`config.mk`:
```
export PLATFORM = sky130hd
export DESIGN_NAME = fifo_drain_packer
export DESIGN_NICKNAME = d
export VERILOG_FILES = /design/src/rtl/fifo_drain_packer.sv
export SDC_FILE = /design/constraint.sdc
export NUM_CORES = 1
export LEC_CHECK = 0
export BUFFER_PORTS_ARGS = -buffer_cell sky130_fd_sc_hd__buf_2
export CORE_UTILIZATION = 55
export DETAILED_ROUTE_END_ITERATION = 16
export GPL_ROUTABILITY_DRIVEN = 0
export PLACE_DENSITY = 0.86
export SLEW_MARGIN = 20
export SYNTH_ARGS = -nofsm -noshare
export SYNTH_HDL_FRONTEND = slang
export SYNTH_SLANG_ARGS = --single-unit
```
`constraint.sdc`:
```
create_clock -name clk -period 2.4 [get_ports clk]
set_input_delay 0.36 -clock clk [delete_from_list [all_inputs] [get_ports clk]]
set_output_delay 0.36 -clock clk [all_outputs]
set_load 0.01 [all_outputs]
```
`src/rtl/fifo_drain_packer.sv`:
```
// fifo_drain_packer: drains DW-bit entries from a synchronous fifo and packs
// PACK consecutive entries into one DW*PACK word on a valid/ready stream.
// A flush request emits the captured partial word, or pulses flush_done
// when nothing is captured.

// One packing lane: holds a single fifo entry until the word is accepted.
module fifo_drain_packer_lane #(
    parameter int DW = 8
) (
    input  logic          clk,
    input  logic          rst,
    input  logic          wr,
    input  logic          clr,
    input  logic [DW-1:0] din,
    output logic [DW-1:0] q_nxt
);
    logic [DW-1:0] q;

    // Next lane value; clear wins over capture, exposed so the top can pack
    // a word in the same cycle as its final capture.
    always_comb begin
        q_nxt = q;
        if (clr)
            q_nxt = '0;
        else if (wr)
            q_nxt = din;
    end

    // Lane storage.
    always_ff @(posedge clk or negedge rst) begin
        if (!rst)
            q <= '0;
        else
            q <= q_nxt;
    end
endmodule

module fifo_drain_packer #(
    parameter int DW   = 8,
    parameter int PACK = 4,
    parameter int CW   = 16
) (
    input  logic                       clk,
    input  logic                       rst,
    input  logic                       fifo_empty,
    input  logic [DW-1:0]              fifo_rd_data,
    output logic                       fifo_r_en,
    input  logic                       flush,
    output logic                       m_valid,
    input  logic                       m_ready,
    output logic [DW*PACK-1:0]         m_data,
    output logic [$clog2(PACK+1)-1:0]  m_count,
    output logic                       flush_done,
    output logic [CW-1:0]              words_sent
);
    localparam int CNTW = $clog2(PACK+1);

    typedef enum logic {FILL, HOLD} state_t;

    state_t                  state, state_nxt;
    logic [CNTW-1:0]         cnt;
    logic                    pend;
    logic                    flush_req;
    logic [PACK-1:0][DW-1:0] lane_nxt;
    logic [PACK-1:0]         lane_wr;
    logic                    lane_clr;
    logic [CNTW:0]           cnt_inc;
    logic [CNTW:0]           in_use;
    logic                    full_cap;
    logic                    part_emit;
    logic                    flush_empty;
    logic                    accept;

    // Lanes already captured plus the read still in flight bound new reads.
    assign cnt_inc     = {1'b0, cnt} + 1'b1;
    assign in_use      = {1'b0, cnt} + {{CNTW{1'b0}}, pend};
    assign full_cap    = (state == FILL) && pend && (cnt_inc == (CNTW+1)'(PACK));
    // A flush waits for any in-flight read to land before acting.
    assign part_emit   = (state == FILL) && !pend && flush_req && (cnt != '0);
    assign flush_empty = (state == FILL) && !pend && flush_req && (cnt == '0);
    assign accept      = (state == HOLD) && m_valid && m_ready;
    assign lane_clr    = accept;

    for (genvar i = 0; i < PACK; i++) begin : g_lane
        assign lane_wr[i] = (state == FILL) && pend && (cnt == CNTW'(i));
        fifo_drain_packer_lane #(.DW(DW)) u_lane (
            .clk   (clk),
            .rst   (rst),
            .wr    (lane_wr[i]),
            .clr   (lane_clr),
            .din   (fifo_rd_data),
            .q_nxt (lane_nxt[i])
        );
    end

    // State register.
    always_ff @(posedge clk or negedge rst) begin
        if (!rst)
            state <= FILL;
        else
            state <= state_nxt;
    end

    // Next state: a full capture or a partial flush parks the word in HOLD.
    always_comb begin
        state_nxt = state;
        case (state)
            FILL: if (full_cap || part_emit) state_nxt = HOLD;
            HOLD: if (accept)                state_nxt = FILL;
            default:                         state_nxt = FILL;
        endcase
    end

    // Fifo read strobe; held low in reset and whenever a flush is pending.
    always_comb begin
        fifo_r_en = 1'b0;
        if (rst && (state == FILL) && !fifo_empty && !flush_req &&
            (in_use < (CNTW+1)'(PACK)))
            fifo_r_en = 1'b1;
    end

    // Capture count, flush bookkeeping and the output word register.
    always_ff @(posedge clk or negedge rst) begin
        if (!rst) begin
            cnt        <= '0;
            pend       <= 1'b0;
            flush_req  <= 1'b0;
            m_valid    <= 1'b0;
            m_data     <= '0;
            m_count    <= '0;
            flush_done <= 1'b0;
            words_sent <= '0;
        end else begin
            pend       <= fifo_r_en;
            flush_done <= flush_empty;
            // Extra flush requests while one is pending are absorbed.
            flush_req  <= flush_req ? !flush_empty : flush;
            if (accept) begin
                m_valid    <= 1'b0;
                cnt        <= '0;
                words_sent <= words_sent + 1'b1;
            end else if ((state == FILL) && pend) begin
                cnt <= cnt_inc[CNTW-1:0];
                if (full_cap) begin
                    m_valid <= 1'b1;
                    m_data  <= lane_nxt;
                    m_count <= CNTW'(PACK);
                end
            end else if (part_emit) begin
                m_valid <= 1'b1;
                m_data  <= lane_nxt;
                m_count <= cnt;
            end
        end
    end
endmodule
```
# Word-level counts from Yosys, hierarchy flattened
# Index checks and enable logic that the tools add are counted.
# classes
n_addsub	3
magnitude_cmp	1
eq_ne	6
n_mux	25
bitwise	2
reduce_logical	28
# op_table
op	n
$mux 32	3
$mux 8	8
$add 16x1->16 const B	1
$logic_and 1x1->1	16
$mux 3	5
$mux 1	8
$eq 3x2->1 const B	2
$reduce_bool 3->1	2
$add 3x1->4	1
$add 3x1->4 const B	1
$eq 4x3->1 const B	1
$logic_not 1->1	4
$lt 4x3->1 const B	1
$reduce_bool 2->1	2
$eq 3x1->1 const B	1
$logic_not 3->1	1
$ne 3x3->1 const B	1
$reduce_and 3->1	1
$ne 2x2->1 const B	1
$not 1->1	2
$pmux 1 s2	1
$reduce_and 2->1	1
$logic_or 1x1->1	1
# totals
reg_bits	91
inputBits	13
wordCells	78

# Logic depth before layout (Yosys ltp)
# depth
ltp_word	7
mapped_depth	8

# By module
# A second synthesis with hierarchy kept.
# unflattened
hier_cells	291
area_unflattened_um2	3871.2
# by_module_without_submodules
mod	n_inst	cells_per_inst	area_each_um2
fifo_drain_packer	1	187	2570.0
fifo_drain_packer_lane	4	26	325.3

# Worst setup path before layout
# Ideal clock, no wire load.
# synth_timing
kind	reg-to-reg
from	register cnt[0]
to	register m_data[28]
setup_time_ps	125
arrival_ps	1783
required_time_ps	2275
slack_ps	492
stages_incl_launch_ff	8
path_buffers	2
period_less_slack_ps	1908
path_cell_list	dfrtp_1 ha_1 ha_1 nor2b_1 a32oi_2 buf_6 buf_6 mux2_4
# synth_via
elab_chain_len	6
# synth_lines
item	line_no	rtl
start, declared	61	logic [CNTW-1:0] cnt;
start signal, assigned	143	cnt <= cnt_inc[CNTW-1:0];
parallel branches: the longest is 6 deep, another holds $add 3x1->4	--	
end signal, assigned	146	m_data <= lane_nxt;
end signal, assigned	151	m_data <= lane_nxt;
end, declared	51	output logic [DW*PACK-1:0] m_data,
# Several ways; the timed one is not identified. The select of a mux whose other input is x is not followed.
# A chain may end at the register's enable or synchronous reset.

# Final worst setup path
# layout_timing
from	register cnt[2]
to	output fifo_r_en
# layout_via
elab_chain_len	4
# layout_lines
item	line_no	rtl
$add 3x1->4	76	assign in_use = {1'b0, cnt} + {{CNTW{1'b0}}, pend};
$lt 4x3->1	118	(in_use < (CNTW+1)'(PACK)))
$logic_and 1x1->1	117	if (rst && (state == FILL) && !fifo_empty && !flush_req &&
$mux 1	117	
end, declared	47	output logic fifo_r_en,
# Every way passes these cells.

==> impl_metrics.toml <==
[layout]
diodes = 0
synthToLayoutAreaGrowth_pct = 17.7
drive_above_1_share_pct = 35.7
fillerInstances = 470
regArea_sq_mm = 0.00228
multi_input_area_sq_mm = 0.00141
nets = 388

[global_route]
grt_max_degree = 47
antenna_found_initial = 0
grt_pass1_vias = 2474
grt_overflow = 0
grt_pass1_wl_um = 12200
grt_use_total_pct = 22.2

[sta]
timing.slew.headroom_pct = 58.5
finalMaxSlewViolations = 0
clock.fmax_mhz = 431
setup_tns_ns = 0
rsz0062_at_grt = "false"
fin_crit_ns = 2.32
clock_skew_ns = 0.00877
setup_viol = 0
timing.final.crit_share_pct = 96.7
worst_slew_pin_slew_ns = 0.616
whs_ns = 0.0852
hold_viol = 0

[detailed_routing]
vias_per_cell = 5.48
antenna_left = 0
num_vias = 2466
drt_iter0_drc = 193
postRouteWirelength_um = 7340
dr.pass1.iters = 12
drc = 4
wire_per_inst_um = 16.3

[hold_path]
hp-class = "in -> async"

[yosys]
synthMuxAreaShare_pct = 16.2
syn_nets = 316
synth_simple_gate_area_share_pct = 11.5
netlist_top_cells_area = "dfrtp_1, mux2_2, mux2i_1"
yosys.area.top_type_share_pct = 60.4
yosysUniqueCellTypes = 33
synth_seq_area_share_pct = 60.4
ys_warn_count = 0
netlist_area_sq_mm = 0.00377
synthCells = 296
yosysTopAreaCell = "dfrtp_1"
synth-xor-area-share_pct = 3.72
synth-adder-area-share_pct = 2.32
synth_compound_area_share_pct = 2.59
ys_ff_latch = 91
synth_area_per_cell_sq_um = 12.7
synth_top_family_by_area = "multiplexers"

[clocking]
clkSinkCount = 91
clockBufferDepth = 2
clk-insertion-delay-late_ns = 0.36
cts_setup_buffers = 0
postCtsHoldBufs = 0
cts-htree-levels = 3
cts-buffers-inserted = 9
cts_root_buf = "clkbuf_8"
tritoncts = "done"
cts.clk_slew.worst_paths_ns = 0.09

[die]
core_sq_mm = 0.00649
die_h_um = 84.8
io_pins = 67
placementRows = 29
die_x_um = 84.8
dieArea_sq_mm = 0.00719
initial_utilization_pct = 58.0

[setup_path]
start_kind = "flop"
path_class = "reg -> out"
setup.worst_path.end_class = "output port"
critPathArrivalTime_ns = 1.96
path_max_fanout = 9
cp.required_ns = 2.04

[place]
dp_hpwl_um = 4960
io_buffers = 66

[power]
leakage_nw = 2.30
vdd_drop_max_mv = 0.543
power_density_mw_per_mm2 = 982

[job]
cap_viol_max_count = 0

[outcome]
status = "finished with violations"
violations = "DRC"
## synthesized netlist by cell type
library cell,n
buf_4,5
mux2_2,29
nor2b_1,3
buf_2,6
nor3b_2,1
ha_1,7
nand2b_1,1
or4b_2,1
a21oi_1,11
o31ai_1,1
xnor2_1,13
mux2i_1,24
nor4_1,2
nor3_1,2
a32oi_2,1
clkbuf_1,2
nand4_1,5
a311oi_1,1
xor2_1,3
nor4bb_1,3
dfrtp_1,91
nand3b_1,1
nand2_1,23
inv_1,6
nand3_1,14
buf_6,2
and3_1,1
o21ai_0,2
or3_1,1
and4_1,1
nor2_1,29
nand3_2,1
mux2_4,3
## path summary, 6_finish.rpt
kind / slack, ns / from / to / cells past startpoint
setup / recovery: 0.08 / cnt[2] / fifo_r_en / 3
hold / removal: 0.09 / rst / m_data[5] / 2
setup reg to reg: 0.23 / cnt[0] / m_data[4] / 6
hold reg to reg: 0.47 / words_sent[15] / words_sent[15] / 1
max in group asynchronous: 1.32 / rst / cnt[2] / 3
min in group clk: 0.17 / fifo_empty / pend / 2
## through the flow
stage                     setup slack, ns  utilization (%)  power [mW]  cell area (sq um)  std cells
after floorplan                     0.492                -        2.84               3770        296
after global placement              0.312             65.0        3.25               4220        434
after detailed placement            0.256             65.0        3.30               4220        434
after CTS                          0.0415             68.3        4.39               4440        450
after global routing               0.0302             68.3        4.60               4440        450
final                              0.0795             68.3        4.36               4440        450
## layer usage
metal	vias to the layer above	GRT usage (%)	wire length, um
met3	12	6.10	287
met4	0	9.40	123
met5	-	0	0
met2	57	34.7	3580
li1	1160	-	-
met1	1237	29.6	3350
## area by class of cell
| cell class | instances | area share, % |
|---|---|---|
| multi-input combinational | 184 | 31.8 |
| inverter | 6 | 0.508 |
| clock buffer | 10 | 3.10 |
| timing repair buffer | 76 | 9.48 |
| sequential | 91 | 51.4 |
| clock inverter | 6 | 1.64 |
| tap | 77 | 2.17 |
## cell families after synthesis
family | after synthesis
fa+ha+maj | 7
mux | 56
buf+inv | 21
simple gates | 89
compound gates | 16
xor+xnor | 16
flops | 91
## worst max-delay path, cell delays in order (launching register included)
cell	delay, ns
dfrtp_2	0.48
or4b_2	0.69
a311oi_2	0.24
buf_2	0.19
## layout by cell type, fill, tap and decap left out, types with 2 or more instances in the layout
cell and instances:
nor3_1 2, dfrtp_1 90, mux2_4 3, nand4_1 5, ha_1 7, mux2i_1 24
inv_1 6, mux2_2 29, nand2_1 23, buf_4 10, nand3_1 14, nor4_1 2
clkinv_4 2, xnor2_1 13, nor2_1 29, nor2b_1 3, a21oi_1 11, clkbuf_8 10
nor4bb_2 3, o21ai_0 2, xor2_1 3, buf_2 65
## flip-flops by register name, indices dropped and copies added (netlist names)
register / count
cnt: 3
flush_done: 1
flush_req: 1
g_lane.u_lane.q: 32
m_count: 3
m_data: 32
m_valid: 1
pend: 1
state: 1
words_sent: 16
## power by group
group / switching [mW] / internal, mW
registers: 0.213 / 1.84
logic: 0.674 / 0.555
clock network: 0.551 / 0.523
## repair_timing
item / 4_1_cts / 5_1_grt
endpoints found under the setup margin: 1 / 1
pin swaps: 0 / 0
resized for setup: 1 / 1
No activity file was read; power rests on OpenSTA's default activity.
